--- src/rtl/clk_div_pkg.sv ---
// clk_div_pkg: shared helpers for the multi-channel clock divider
package clk_div_pkg;

    function automatic int clog2(input int n);
        int r = 0;
        while ((1 << r) < n) r++;
        return r;
    endfunction

    function automatic longint default_period(input longint fin, input longint fout);
        return fin / fout;
    endfunction

    function automatic longint default_high(input longint fin, input longint fout);
        return default_period(fin, fout) / 2;
    endfunction

    function automatic logic cfg_ok(input logic [63:0] ch, input logic [63:0] n_ch,
                                    input logic [63:0] per, input logic [63:0] hi);
        return ch < n_ch && per >= 64'd2 && hi >= 64'd1 && hi < per;
    endfunction

endpackage

--- src/rtl/clk_div_channel.sv ---
// clk_div_channel: one divided clock with double-buffered period/high settings
module clk_div_channel
    import clk_div_pkg::*;
#(
    parameter int               DIV_W   = 27,
    parameter logic [DIV_W-1:0] DEF_PER = DIV_W'(4),
    parameter logic [DIV_W-1:0] DEF_HI  = DIV_W'(2)
) (
    input  logic             clk100MHz,
    input  logic             rst,
    input  logic             en,
    input  logic             ld,
    input  logic [DIV_W-1:0] per_in,
    input  logic [DIV_W-1:0] hi_in,
    output logic             clk_div,
    output logic             tick
);

    logic [DIV_W-1:0] count, per_a, hi_a, per_p, hi_p;
    logic [DIV_W-1:0] cnt_n, pa_n, ha_n;
    logic             wrap;

    always_comb begin
        wrap  = count == per_a - DIV_W'(1);
        cnt_n = !en ? per_a - DIV_W'(1) : wrap ? '0 : count + DIV_W'(1);
        pa_n  = en && wrap ? per_p : per_a;
        ha_n  = en && wrap ? hi_p : hi_a;
    end

    // A disabled channel parks at per_a-1 so its first enabled edge is a wrap
    always_ff @(posedge clk100MHz) begin
        if (rst) begin
            count   <= DEF_PER - DIV_W'(1);
            per_a   <= DEF_PER;
            hi_a    <= DEF_HI;
            per_p   <= DEF_PER;
            hi_p    <= DEF_HI;
            clk_div <= 1'b0;
            tick    <= 1'b0;
        end else begin
            count   <= cnt_n;
            per_a   <= pa_n;
            hi_a    <= ha_n;
            clk_div <= en && cnt_n < ha_n;
            tick    <= en && wrap;
            if (ld) begin
                per_p <= per_in;
                hi_p  <= hi_in;
            end
        end
    end

endmodule

--- src/rtl/clk_div_multi.sv ---
// clk_div_multi: N_CH programmable clock/tick generators with validated config writes
module clk_div_multi
    import clk_div_pkg::*;
#(
    parameter longint CLK_IN_FREQ      = 100_000_000,
    parameter longint DEFAULT_OUT_FREQ = 25_000_000,
    parameter int     N_CH             = 4,
    parameter int     DIV_W            = 27,
    localparam int    CH_W             = clog2(N_CH) < 1 ? 1 : clog2(N_CH)
) (
    input  logic             clk100MHz,
    input  logic             rst,
    input  logic [N_CH-1:0]  en,
    input  logic             cfg_we,
    input  logic [CH_W-1:0]  cfg_ch,
    input  logic [DIV_W-1:0] cfg_period,
    input  logic [DIV_W-1:0] cfg_high,
    output logic [N_CH-1:0]  clk_div,
    output logic [N_CH-1:0]  tick,
    output logic             cfg_err
);

    localparam longint DEF_PER_L = default_period(CLK_IN_FREQ, DEFAULT_OUT_FREQ);
    localparam logic [DIV_W-1:0] DEF_PER = DIV_W'(DEF_PER_L);
    localparam logic [DIV_W-1:0] DEF_HI  = DIV_W'(default_high(CLK_IN_FREQ, DEFAULT_OUT_FREQ));

    if (DEF_PER_L >= (64'sd1 <<< DIV_W)) begin : g_bad_default
        $error("DEFAULT_PERIOD does not fit in DIV_W bits");
    end

    logic            ok;
    logic [N_CH-1:0] ld;

    assign ok = cfg_ok(64'(cfg_ch), 64'(N_CH), 64'(cfg_period), 64'(cfg_high));

    always_ff @(posedge clk100MHz) begin
        cfg_err <= rst ? 1'b0 : cfg_we && !ok;
    end

    for (genvar i = 0; i < N_CH; i++) begin : g_ch
        assign ld[i] = cfg_we && ok && cfg_ch == CH_W'(i);
        clk_div_channel #(
            .DIV_W  (DIV_W),
            .DEF_PER(DEF_PER),
            .DEF_HI (DEF_HI)
        ) u_ch (
            .clk100MHz(clk100MHz),
            .rst      (rst),
            .en       (en[i]),
            .ld       (ld[i]),
            .per_in   (cfg_period),
            .hi_in    (cfg_high),
            .clk_div  (clk_div[i]),
            .tick     (tick[i])
        );
    end

endmodule

--- config.mk ---
export PLATFORM = sky130hd
export DESIGN_NAME = clk_div_multi
export DESIGN_NICKNAME = d
export VERILOG_FILES = /design/src/rtl/clk_div_pkg.sv /design/src/rtl/clk_div_channel.sv /design/src/rtl/clk_div_multi.sv
export SDC_FILE = /design/constraint.sdc
export NUM_CORES = 1
export LEC_CHECK = 0
export CAP_MARGIN = 20
export CORE_MARGIN = 2
export CORE_UTILIZATION = 45
export CTS_BUF_LIST = sky130_fd_sc_hd__clkbuf_4 sky130_fd_sc_hd__clkbuf_8
export CTS_CLUSTER_SIZE = 12
export DETAILED_ROUTE_END_ITERATION = 8
export GPL_TIMING_DRIVEN = 0
export PLACE_DENSITY = 0.68
export SKIP_LAST_GASP = 1
export SLEW_MARGIN = 20
export SYNTH_ARGS = -nofsm -noshare
export SYNTH_HDL_FRONTEND = slang
export SYNTH_SLANG_ARGS = --single-unit
--- constraint.sdc ---
create_clock -name clk100MHz -period 5.47 [get_ports clk100MHz]
set_input_delay 0.8205 -clock clk100MHz [delete_from_list [all_inputs] [get_ports clk100MHz]]
set_output_delay 0.8205 -clock clk100MHz [all_outputs]
set_load 0.1 [all_outputs]
==> results of run 1 <==
[metal layers]
layer / vias to the layer above / global-route usage [%]
met1: 12310 / 37.02
li1: 12470 / -
met5: - / 0
met2: 1024 / 43.04
met3: 239 / 5.716
met4: 0 / 9.653
[state kept, by name, indices dropped and copies added (netlist names)]
name	count
g_ch.u_ch.hi_p	108
g_ch.u_ch.clk_div	4
g_ch.u_ch.hi_a	108
g_ch.u_ch.count	108
g_ch.u_ch.per_p	108
g_ch.u_ch.per_a	108
g_ch.u_ch.tick	4
cfg_err	1
[what timing repair did]
| action | CTS | global route |
|---|---|---|
| gates cloned | 0 | 0 |
| buffers inserted | 38 | 27 |
| pin swaps | 15 | 30 |
| hold buffers | 0 | 0 |
| gates resized for setup | 58 | 92 |
| setup endpoints to repair | 4 | 5 |
[critical path, stage by stage (launching register included)]
cell      delay [ns]
dfxtp_1         0.30
clkbuf_1        0.23
nor4b_4         0.49
buf_4           0.18
nand4_1         0.09
buf_4           0.20
nor4_4          0.22
xnor2_2         0.17
xnor2_1         0.12
or4b_2          0.65
or4_1           0.41
clkbuf_1        0.13
clkbuf_4        0.25
mux2i_2         0.27
ha_1            0.28
a21o_1          0.16
a21o_1          0.16
a21oi_1         0.13
nor2_1          0.06
a211o_1         0.28
a21oi_1         0.22
o221ai_1        0.16
a21oi_1         0.14
[layout make-up]
class                   instances  area (µm²)
inverters                      67       251.5
multi-input cells            2561       18520
plain buffers                 219        1012
flip-flops and latches        549       11000
clock inverters                18       202.7
repair buffers                135        1194
well taps                     864        1081
clock buffers                 142        1760
fillers                      6182       31070
diodes                          2       5.005
[worst paths after layout]
path / start / to / slack, ns / cells after the start
max: g_ch[3].u_ch.per_a[2] / g_ch[3].u_ch.clk_div / 0.09 / 22
min: g_ch[0].u_ch.per_p[8] / g_ch[0].u_ch.per_a[8] / 0.45 / 2
max reg2reg: g_ch[3].u_ch.per_a[2] / g_ch[3].u_ch.clk_div / 0.09 / 22
min reg2reg: g_ch[0].u_ch.per_p[8] / g_ch[0].u_ch.per_a[8] / 0.45 / 2
[where the power goes]
group          internal [µW]  leakage (µW)  switching (µW)
registers               4130       0.00444             113
logic                   1360       0.00944            2000
clock network           2190       0.00105            1730
[cells in the final DEF (no fill, tap or decap), drive strengths merged, types with 66 or more instances in the layout]
master	synthesis	routed
dfxtp	549	549
nor2	546	546
mux2i	409	409
clkbuf	181	307
xnor2	177	177
nand2	173	173
ha	138	138
a21oi	121	121
buf	55	120
xor2	101	101
nand3	76	76
and2	74	74
inv	66	71
clkdlybuf4s50	0	69
nand4	66	66
nor4	66	66
[stage by stage]
stage | area [µm²] | total power (µW) | hold WS (ns)
4_1_cts | 34430 | 11400 | 0.4528
2_1_floorplan | 30150 | 6522 | 0.4322
6_report | 35030 | 11520 | 0.4545
3_5_place_dp | 31920 | 7385 | 0.4460
5_1_grt | 35020 | 12020 | 0.4758
3_3_place_gp | 31920 | 7367 | 0.4401
[logic make-up after synthesis]
group                    synth area share [%]
AND/OR/NAND/NOR                         21.06
flip-flops                              36.45
AO/OA/AOI/OAI                           9.703
multiplexers                            13.63
buffers and inverters                   4.258
XOR/XNOR                                9.134
adder cells (fa/ha/maj)                 5.760
==> impl_metrics.json, run 1 <==
{
  "crit_path_end_kind": "flip-flop",
  "dp_worst_setup_slack_ns": -0.8390,
  "wirelength_um": 96950,
  "slew_headroom_pct": 22.85,
  "dr.pass1.iters": 8,
  "required_ns": 6.13,
  "drcViolationCount": 0,
  "grt_usage_pct": 27.33,
  "ctsHtreeMaxLevel": 3,
  "dp_cells": 4346,
  "core_area_um2": 66100,
  "globalplace.congestion": 0.9813,
  "layout.nets": 3823,
  "start_kind": "flip-flop",
  "final-hold-violation-count": 0,
  "avgSynthCellArea_um2": 8.834,
  "post_synth_instance_area_um2": 30150,
  "finalCritPeriodShare_pct": 98.36,
  "crit_type": "reg2reg",
  "arrival_ns": 6.04,
  "cts_root_buf": "clkbuf_8",
  "clockBufferDepth": 3,
  "power.leakage_uw": 0.01493,
  "yosys_warnings": 0,
  "synth-seq-cells": 549,
  "overflow": 0,
  "yosys-top-cells-area": "dfxtp_1, mux2i_1, nor2_1, ha_1, xnor2_1",
  "synthCells": 3413,
  "std_cell_rows": 94,
  "route.met3.wl_um": 8530,
  "dp_hpwl_um": 69650,
  "max_freq_mhz": 185.9,
  "antenna_found_initial": 1,
  "wl_met1_um": 42250,
  "worst_slew_pin_slew_ns": 1.157,
  "path_clk_slew_ns": 0.06,
  "fin_setup_tns_ns": 0,
  "dr.first_iter.drc_count": 2406,
  "finClkSkew_ns": 0.03801,
  "ys_types": 88,
  "yosysMostFrequentCell": "dfxtp_1",
  "drive_above_1_share_pct": 12.16,
  "final_cells": 4557,
  "clk_latency_ns": 0.74,
  "dominantRegCellSynth": "dfxtp_1",
  "die_w_um": 262.8,
  "die-area_um2": 69080,
  "wl_met2_um": 42280,
  "synthTopCellsByCount": "dfxtp_1, nor2_1, mux2i_1, clkbuf_1, xnor2_1",
  "max_cap_viol_count": 0,
  "port_buffers": 69,
  "utilization_pct": 52.99,
  "routed.top_layer": "met4",
  "syn-num-nets": 3614,
  "synth-edff-count": 0,
  "cts_buffers": 89,
  "status": "finished, final reports clean",
  "grt_pass1_wl_um": 146300,
  "avgRoutedWirePerCell_um": 21.27,
  "grt_max_degree": 14,
  "hold_class": "reg2reg",
  "synth.top_cell.area_share_pct": 36.45,
  "ios": 72,
  "tritoncts": "done",
  "setup-violations-final": 0,
  "synth_top_area_cell": "dfxtp_1",
  "dr_total_vias": 26050,
  "viasPerCell": 5.716,
  "seq_area_frac_synth_pct": 36.45,
  "cts_sinks": 549,
  "p_per_area_nw_per_um2": 329.0,
  "min_period_ns": 5.380,
  "setup_slack_ns": 0.08988,
  "synthArstFlopShare_pct": 0,
  "areaGrowthSynthToFinish_pct": 16.18,
  "ant_nets": 0,
  "worst-path-max-fanout": 10,
  "drv_slew": 0,
  "ir_worst_vdd_uv": 258.8,
  "die_height_um": 262.8,
  "start_util_pct": 45.61,
  "grt_pass1_vias": 24410
}
Power figures use the tool's default switching activity.
==> run 2: changes to the inputs <==
==> constraint.sdc (replaced) <==
create_clock -name clk100MHz -period 5.47 [get_ports clk100MHz]
set_input_delay 0.8205 -clock clk100MHz [delete_from_list [all_inputs] [get_ports clk100MHz]]
set_output_delay 0.8205 -clock clk100MHz [all_outputs]
set_load 0.005 [all_outputs]
==> results of run 2 <==
The final DEF is identical to that of run 1. Status: finished, final reports clean.
Main changes from that run: total power 11520 µW -> 11440 µW
